--- src/rtl/wb_stage_pipe.sv ---
// Write-back stage: pipeline register, load-data formatting,
// register-file write control and retired-instruction counting.
module wb_stage_pipe #(
    parameter  int DATA_W  = 32,
    parameter  int RADDR_W = 5,
    parameter  int CNT_W   = 32,
    localparam int OFF_W   = $clog2(DATA_W / 8)
) (
    input  logic               clk,
    input  logic               rst_n,
    input  logic               in_valid,
    output logic               in_ready,
    input  logic               stall,
    input  logic               flush,
    input  logic [1:0]         wb_sel,
    input  logic               reg_write,
    input  logic [RADDR_W-1:0] rd,
    input  logic [DATA_W-1:0]  alu_data_out,
    input  logic [DATA_W-1:0]  dm_data_out,
    input  logic [DATA_W-1:0]  link_pc,
    input  logic [DATA_W-1:0]  imm_data,
    input  logic [1:0]         ld_size,
    input  logic               ld_unsigned,
    input  logic [OFF_W-1:0]   ld_off,
    output logic               rf_we,
    output logic [RADDR_W-1:0] rf_waddr,
    output logic [DATA_W-1:0]  wb_data,
    output logic [CNT_W-1:0]   retire_cnt
);

    logic               r_valid;
    logic [1:0]         r_sel;
    logic               r_we;
    logic [RADDR_W-1:0] r_rd;
    logic [DATA_W-1:0]  r_alu;
    logic [DATA_W-1:0]  r_dm;
    logic [DATA_W-1:0]  r_link;
    logic [DATA_W-1:0]  r_imm;
    logic [1:0]         r_size;
    logic               r_uns;
    logic [OFF_W-1:0]   r_off;
    logic [CNT_W-1:0]   r_cnt;

    logic               w_capture;
    logic               w_retire;
    logic [1:0]         w_esize;
    logic [OFF_W-1:0]   w_mask;
    logic [OFF_W-1:0]   w_aoff;
    logic [DATA_W-1:0]  w_sh;
    logic [DATA_W-1:0]  w_bext;
    logic [DATA_W-1:0]  w_hext;
    logic [DATA_W-1:0]  w_wext;
    logic [DATA_W-1:0]  w_load;
    logic               w_bs;
    logic               w_hs;

    assign in_ready  = !stall;
    assign w_capture = in_valid & !stall & !flush;
    assign w_retire  = r_valid & !stall;

    always_ff @(posedge clk or negedge rst_n) begin
        if (!rst_n) begin
            r_valid <= 1'b0;
        end else if (flush) begin
            r_valid <= 1'b0;
        end else if (!stall) begin
            r_valid <= in_valid;
        end
    end

    always_ff @(posedge clk or negedge rst_n) begin
        if (!rst_n) begin
            r_sel  <= '0;
            r_we   <= 1'b0;
            r_rd   <= '0;
            r_alu  <= '0;
            r_dm   <= '0;
            r_link <= '0;
            r_imm  <= '0;
            r_size <= '0;
            r_uns  <= 1'b0;
            r_off  <= '0;
        end else if (w_capture) begin
            r_sel  <= wb_sel;
            r_we   <= reg_write;
            r_rd   <= rd;
            r_alu  <= alu_data_out;
            r_dm   <= dm_data_out;
            r_link <= link_pc;
            r_imm  <= imm_data;
            r_size <= ld_size;
            r_uns  <= ld_unsigned;
            r_off  <= ld_off;
        end
    end

    always_ff @(posedge clk or negedge rst_n) begin
        if (!rst_n) begin
            r_cnt <= '0;
        end else if (w_retire) begin
            r_cnt <= r_cnt + CNT_W'(1);
        end
    end

    // A 32-bit datapath has no dword lane; treat it as a word access.
    assign w_esize = (DATA_W == 32 && r_size == 2'd3) ? 2'd2 : r_size;
    assign w_mask  = {OFF_W{1'b1}} << w_esize;
    assign w_aoff  = r_off & w_mask;
    assign w_sh    = r_dm >> {w_aoff, 3'b000};

    assign w_bs   = !r_uns & w_sh[7];
    assign w_hs   = !r_uns & w_sh[15];
    assign w_bext = {{(DATA_W - 8){w_bs}}, w_sh[7:0]};
    assign w_hext = {{(DATA_W - 16){w_hs}}, w_sh[15:0]};

    generate
        if (DATA_W == 64) begin : g_w64
            logic w_ws;
            assign w_ws   = !r_uns & w_sh[31];
            assign w_wext = {{(DATA_W - 32){w_ws}}, w_sh[31:0]};
        end else begin : g_w32
            assign w_wext = w_sh;
        end
    endgenerate

    always_comb begin
        w_load = w_sh;
        unique case (w_esize)
            2'd0:    w_load = w_bext;
            2'd1:    w_load = w_hext;
            2'd2:    w_load = w_wext;
            default: w_load = w_sh;
        endcase
    end

    always_comb begin
        wb_data = r_alu;
        unique case (1'b1)
            (r_sel == 2'd1): wb_data = w_load;
            (r_sel == 2'd2): wb_data = r_link;
            (r_sel == 2'd3): wb_data = r_imm;
            default:         wb_data = r_alu;
        endcase
    end

    assign rf_we      = r_valid & r_we & (r_rd != '0) & !stall;
    assign rf_waddr   = r_rd;
    assign retire_cnt = r_cnt;

endmodule

--- config.mk ---
export PLATFORM = sky130hd
export DESIGN_NAME = wb_stage_pipe
export DESIGN_NICKNAME = d
export VERILOG_FILES = /design/src/rtl/wb_stage_pipe.sv
export SDC_FILE = /design/constraint.sdc
export NUM_CORES = 1
export LEC_CHECK = 0
export ABC_CLOCK_PERIOD_IN_PS = 1920
export CAP_MARGIN = 20
export CORE_MARGIN = 2
export CORE_UTILIZATION = 40
export DETAILED_ROUTE_END_ITERATION = 6
export HOLD_SLACK_MARGIN = 0.06
export PLACE_DENSITY = 0.82
export SYNTH_ARGS = -nofsm -noshare
export SYNTH_HDL_FRONTEND = slang
export SYNTH_SLANG_ARGS = --single-unit
--- constraint.sdc ---
create_clock -name clk -period 1.92 [get_ports clk]
set_input_delay 0.288 -clock clk [delete_from_list [all_inputs] [get_ports clk]]
set_output_delay 0.288 -clock clk [all_outputs]
set_load 0.05 [all_outputs]
==> flow_metrics.tcl, run 1 <==
set metrics [dict create \
    intPower_w 0.00897 \
    fin_ws_ps -741 \
    yosysWarnings 0 \
    seq_area_frac_synth_pct 53.8 \
    overflow 0 \
    globalRouteTotalUtil_pct 21.4 \
    cts.clk_slew.worst_paths_ps 60 \
    hold_class "input port to async pin" \
    antenna_found_initial 0 \
    placed_cells 1130 \
    hold_slack_ps 331 \
    insertedDiodeCount 0 \
    grt_pass1_wl_mm 35.7 \
    ys_seq_elements 174 \
    failed_checks "setup timing" \
    avgSynthCellArea_um2 13.1 \
    finalSetupViolCount 33 \
    cp_num_buf_inv 3 \
    nets 1037 \
    die_x_um 146 \
    powerDensity_mw_per_mm2 1120 \
    die_h_um 146 \
    antenna_left 0 \
    fill_cells 1563 \
    finalNonFillerCells 1173 \
    syn_nets 764 \
    multi_input_area_mm2 0.00380 \
    start_util_pct 40.4 \
    maxCapViolations 0 \
    final_layout_size_suffix_gt1_share_pct 39.6 \
    first_pass_iters 4 \
    synth_area_mm2 0.00809 \
    fin_crit_ps 2660 \
    arrival_ps 2370 \
    fp.dieArea_mm2 0.0214 \
    worstMarginPinSlew_ps 608 \
    tritoncts "done" \
    cp_max_fo 8 \
    swShare_pct 34.6 \
    ios 217 \
    setup_tns_ps -21020 \
    fin_crit_sh_pct 139 \
    clk_latency_ps 420 \
    max_freq_mhz 376 \
    cts_inserted_buffers 17 \
    routed_wl_mm 22.7 \
    core_mm2 0.0200 \
    rr_worst_depth 5 \
    path_class "flop to primary output" \
    critPathSlowestCell "dfrtp_1" \
    synth_cells 617 \
    cpPeakStageDelay_ps 430 \
    clock-sinks 174 \
    startpoint_type "flop" \
    worstPathCellList "mux2_4 > a32oi_2 > o21ai_2 > a221oi_4 > buf_12 > clkbuf_16 > o21ai_4 > buf_6" \
    gp_congestion 0.813 \
    slew_violations 0 \
    vias_per_cell 5.16 \
    netSwitchingPower_w 0.00474 \
    rsz0062_at_grt "yes" \
    worstSetupEndpointType "primary output" \
    pwr-share-seq_pct 34.4 \
    leakage_nw 5.28 \
    cts_root_buf "clkbuf_16" \
    drtIter0Drc 235 \
    clock_power_share_pct 26.7 \
    htree_levels 4 \
    ir_worst_vdd_mv 0.856 \
    grt_max_degree 67 \
    wl_per_cell_um 19.4 \
    clk_path_buf_depth 2 \
    place_ws_ps -267 \
    grt_pass1_vias 6496 \
    drc_errors 0 \
    relSlewSlack_pct 59.0 \
    syn_to_final_growth_pct 51.2 \
    crit_cells 8 \
    finClkSkew_ps 7.24 \
    rows 52 \
    port_buffers 216 \
    synth.distinct_cells 42 \
    critPathTopFamily "compound AO/OA/AOI/OAI gates" \
    final_hold_viol_count 0 \
    seqCellArea_mm2 0.00436 \
    vias 6052 \
    status "finished with violations" \
    required_ps 1630 \
    place_hpwl_mm 16.8 \
    p_comb_share_pct 39.0 \
]
-- through the flow --
stage          area (um2)  utilization [%]  power (W)
5_1_grt             12200             61.0     0.0143
2_1_floorplan        8220                -    0.00762
3_5_place_dp        11300             56.3    0.00973
6_report            12200             61.0     0.0137
3_3_place_gp        11300             56.3    0.00962
4_1_cts             12000             59.8     0.0135
-- power groups by stage --
stage	clock network [W]	registers (W)	logic, W
after floorplan	0	0.00483	0.00278
after global placement	0	0.00474	0.00488
after detailed placement	0	0.00477	0.00496
after CTS	0.00374	0.00471	0.00507
after global routing	0.00391	0.00479	0.00563
final	0.00365	0.00471	0.00534
-- cell type report --
class | instances | area share, %
Inverter | 4 | 0.123
Timing Repair Buffer | 290 | 25.3
Sequential cell | 174 | 35.7
Clock buffer | 21 | 3.85
Clock inverter | 11 | 1.27
Tap cell | 270 | 2.76
Multi-Input combinational cell | 403 | 31.0
-- placed cells by master (no fill, tap or decap), types with 23 or more instances in the layout --
cell / n
mux2_2: 155
clkdlybuf4s50_1: 144
dfrtp_1: 166
xnor2_1: 25
buf_6: 26
buf_12: 29
dlygate4sd2_1: 34
a21oi_1: 23
buf_4: 51
-- flip-flops by register name (all words and copies together), names as in the netlist --
| name | flops |
|---|---|
| r_valid | 1 |
| r_size | 2 |
| r_alu | 32 |
| r_link | 32 |
| retire_cnt | 32 |
| r_uns | 1 |
| r_imm | 32 |
| rf_waddr | 5 |
| r_off | 2 |
| r_sel | 2 |
| r_dm | 32 |
| r_we | 1 |
-- path summary, 6_finish.rpt --
check,startpoint,endpoint,slack (ps)
worst min register to register,retire_cnt[31],retire_cnt[31],470
worst max register to register,retire_cnt[9],retire_cnt[31],150
worst max-delay path,r_off[1],wb_data[23],-740
max in group asynchronous,rst_n,retire_cnt[0],910
worst min-delay path,rst_n,retire_cnt[31],330
min in group clk,dm_data_out[7],r_dm[7],430
-- kinds of logic after synthesis --
| kind of cell | Yosys count | synth area share [%] |
|---|---|---|
| and+or+nand+nor | 91 | 5.92 |
| adders and majority gates | 1 | 0.155 |
| xor gates and xnor gates | 31 | 3.36 |
| DFF | 174 | 53.8 |
| muxes | 187 | 26.9 |
| AOI/OAI and AO/OA | 93 | 7.39 |
| buffers and inverters | 40 | 2.41 |
-- layer usage --
layer | up-vias | GRT usage [%] | share of wire [%]
li1 | 2780 | - | -
met1 | 3040 | 27.4 | 42
met2 | 212 | 35.9 | 49
met3 | 20 | 6.81 | 7.2
met4 | 0 | 4.47 | 1.1
met5 | - | 0 | 0
-- Yosys cell counts --
library cell	n	share of area [%]
nor2b_1	9	0.70
dfrtp_1	174	54
a22oi_1	1	0.093
a31oi_1	8	0.62
o21ai_0	31	1.9
or3_1	1	0.077
clkbuf_1	10	0.46
nor3b_4	1	0.23
buf_2	21	1.3
mux4_2	9	2.5
nor4_2	1	0.15
and3_1	10	0.77
nor2b_2	1	0.11
nor3_1	2	0.12
nand2_1	20	0.93
nand4_1	6	0.46
nand4b_1	1	0.11
or2_2	1	0.077
nor2_1	22	1.0
o2bb2ai_1	1	0.11
nand3b_1	1	0.093
buf_4	1	0.093
a211oi_2	4	0.62
mux2i_1	22	2.7
buf_1	2	0.093
xnor2_1	25	2.7
and2_1	2	0.15
xor2_1	6	0.65
nand2b_1	1	0.077
a32oi_1	1	0.11
o21ai_2	11	1.2
inv_1	4	0.19
mux2_2	156	22
buf_6	2	0.28
o311a_1	1	0.12
ha_1	1	0.15
nand3_1	10	0.62
a221oi_4	1	0.32
a21oi_1	24	1.5
and4_1	2	0.22
o22ai_1	8	0.62
a211oi_1	2	0.19
-- repair_timing --
| action | CTS | global route |
|---|---|---|
| endpoints found under the hold margin | 23 | 0 |
| buffers inserted | 5 | 3 |
| cloned | 0 | 2 |
| pin swaps | 3 | 11 |
| gates resized for setup | 54 | 33 |
| endpoints found under the setup margin | 64 | 42 |
| hold buffers | 1 | 0 |
No activity file was read; power rests on OpenSTA's default activity.
==> run 2, diff against run 1 <==
--- a/config.mk
+++ b/config.mk
@@ -9,6 +9,7 @@
 export CAP_MARGIN = 20
 export CORE_MARGIN = 2
 export CORE_UTILIZATION = 40
+export CTS_CLUSTER_DIAMETER = 40
 export DETAILED_ROUTE_END_ITERATION = 6
 export HOLD_SLACK_MARGIN = 0.06
 export PLACE_DENSITY = 0.82
==> constraint.sdc (replaced) <==
create_clock -name clk -period 1.92 [get_ports clk]
set_input_delay 0.576 -clock clk [delete_from_list [all_inputs] [get_ports clk]]
set_output_delay 0.576 -clock clk [all_outputs]
set_load 0.05 [all_outputs]
==> run 2 against run 1 <==
  * The flow still finishes with violations (setup timing)
  * Final cell count increased by 2.8%
  * Largest power group unchanged
  * Total power increased by 1.0%
  * Critical endpoint is now wb_data[3]
  * Non-clock buffer count increased by 32
  * Maximum frequency decreased by 8.2%
  * Worst hold slack got worse by 240 ps
  * Design area increased by 2.1%
  * Combinational power increased by 6.9%
  * Critical path depth decreased by 4
  * Die area unchanged
==> flow_metrics.tcl, run 2 (synthesized netlist as in run 1, its figures left out) <==
set metrics [dict create \
    status "finished with violations" \
    failed_checks "setup timing" \
    layout_commonest_cell "dfrtp_1" \
    clk_latency_ps 430 \
    path_common_cell "mux4_2" \
    place_ws_ps -567 \
    grt_busiest_layer "met2" \
    htree_levels 4 \
    final_layout_size_suffix_gt1_share_pct 46.2 \
    routed_wl_mm 23.5 \
    cpPeakStageDelay_ps 540 \
    fin_crit_ps 2900 \
    nets 1069 \
    drtIter0Drc 233 \
    leakage_nw 5.32 \
    die_h_um 146 \
    final_hold_viol_count 0 \
    core_mm2 0.0200 \
    hold_class "input port to async pin" \
    gp_congestion 0.874 \
    grtUsageMet1_pct 27.9 \
    ios 217 \
    clk_path_buf_depth 2 \
    antenna_found_initial 1 \
    maxCapViolations 0 \
    vias 6178 \
    fin_crit_sh_pct 151 \
    fill_cells 1568 \
    vias_per_cell 5.12 \
    overflow 0 \
    cts.clk_slew.worst_paths_ps 70 \
    first_pass_iters 6 \
    globalRouteTotalUtil_pct 22.3 \
    finClkSkew_ps 5.05 \
    seqCellArea_mm2 0.00437 \
    finalSetupViolCount 33 \
    relSlewSlack_pct 67.9 \
    required_ps 1340 \
    clock-sinks 174 \
    rows 52 \
    die_x_um 146 \
    port_buffers 216 \
    hold_slack_ps 87.1 \
    grtUsageMet2_pct 36.9 \
    worstPathCellList "nor3b_4 > mux4_2 > mux4_2 > buf_6" \
    drc_errors 0 \
    critPathSlowestCell "mux4_2" \
    start_util_pct 40.4 \
    multi_input_area_mm2 0.00384 \
    rsz0062_at_grt "yes" \
    worstSetupEndpointType "primary output" \
    layout_common_cells "163 x dfrtp_1, 155 x mux2_2, 143 x clkdlybuf4s50_1, 114 x buf_4, 35 x buf_12" \
    cts_inserted_buffers 17 \
    path_class "flop to primary output" \
    arrival_ps 2320 \
    grt_max_degree 45 \
    fp.dieArea_mm2 0.0214 \
    slew_violations 0 \
    antenna_left 0 \
    powerDensity_mw_per_mm2 1110 \
    cts_root_buf "clkbuf_16" \
    place_hpwl_mm 17.7 \
    met3_usage_pct 7.66 \
    syn_to_final_growth_pct 54.3 \
    grt_pass1_vias 6669 \
    grt_pass1_wl_mm 36.8 \
    wl_per_cell_um 19.5 \
    worstMarginPinSlew_ps 476 \
    tritoncts "done" \
    startpoint_type "flop" \
    cp_max_fo 3 \
    fin_ws_ps -977 \
    ir_worst_vdd_mv 0.606 \
    max_freq_mhz 345 \
]
[run 2: changes by cell type in the layout (fill, tap and decap cells not counted), moves of 2 or more]
| cell | before | now |
|---|---|---|
| clkinv_2 | 1 | 4 |
| inv_6 | 3 | 0 |
| dlygate4sd2_1 | 34 | 0 |
| o21ai_0 | 22 | 20 |
| buf_12 | 29 | 35 |
| bufinv_16 | 3 | 1 |
| clkbuf_16 | 19 | 17 |
| buf_4 | 51 | 114 |
| a31oi_4 | 4 | 8 |
| dfrtp_1 | 166 | 163 |
| dfrtp_2 | 8 | 11 |
| dlymetal6s2s_1 | 2 | 0 |
| a31oi_2 | 4 | 0 |
[run 2: report_power, final]
group	internal [W]	total, W	leakage [nW]	switching, W
sequential	0.00428	0.00473	2.11	0.000453
clock	0.00196	0.00340	0.289	0.00144
combinational	0.00279	0.00571	2.92	0.00292
total	0.00902	0.0138	5.32	0.00482
[run 2: layer usage]
metal | part of all wire [%] | vias to the layer above
li1 | - | 2834
met1 | 42 | 3112
met2 | 48 | 204
met3 | 8.1 | 28
met4 | 1.8 | 0
met5 | 0 | -
[run 2: what timing repair did]
| item | in CTS | in global routing |
|---|---|---|
| buffers inserted | 6 | 2 |
| gates resized for setup | 52 | 13 |
| pin swaps | 17 | 3 |
| endpoints found under the setup margin | 35 | 34 |
| hold buffers | 0 | 0 |
| cloned | 1 | 0 |
[run 2: path summary, 6_finish.rpt]
path / from / endpoint / slack (ps) / depth (start not counted)
worst max-delay path: r_size[0] / wb_data[3] / -980 / 4
worst min-delay path: rst_n / r_imm[30] / 90 / 1
worst max register to register: retire_cnt[9] / retire_cnt[27] / 140 / 5
worst min register to register: retire_cnt[21] / retire_cnt[21] / 490 / 1
max in group asynchronous: rst_n / r_link[27] / 1170 / 2
min in group clk: stall / r_valid / 490 / 3
[run 2: area by class of cell]
| type | count | share of cell area [%] |
|---|---|---|
| antenna | 1 | 0.0200 |
| clock inverter | 9 | 0.671 |
| inverter | 4 | 0.150 |
| timing repair buffer | 322 | 26.7 |
| multi-input combinational | 403 | 30.7 |
| sequential | 174 | 35.0 |
| clock buffer | 23 | 3.99 |
| tap | 270 | 2.71 |
[run 2: worst max-delay path: cells and delay by family (launching register included)]
kind / cells / cell delay, ps
DFF: 1 / 420
buffers and inverters: 1 / 170
muxes: 2 / 1020
and+or+nand+nor: 1 / 290
[run 2: per-stage QoR]
step                      cells  setup TNS [ps]  power, W  util [%]  instance area, um2
after global routing       1206          -31710    0.0144      62.3               12500
final                      1206          -28830    0.0138      62.3               12500
after CTS                  1203          -29240    0.0138      62.0               12400
after floorplan             617          -14390   0.00761         -                8240
after global placement     1164          -69550   0.00993      57.6               11500
after detailed placement   1164          -77130    0.0100      57.6               11500
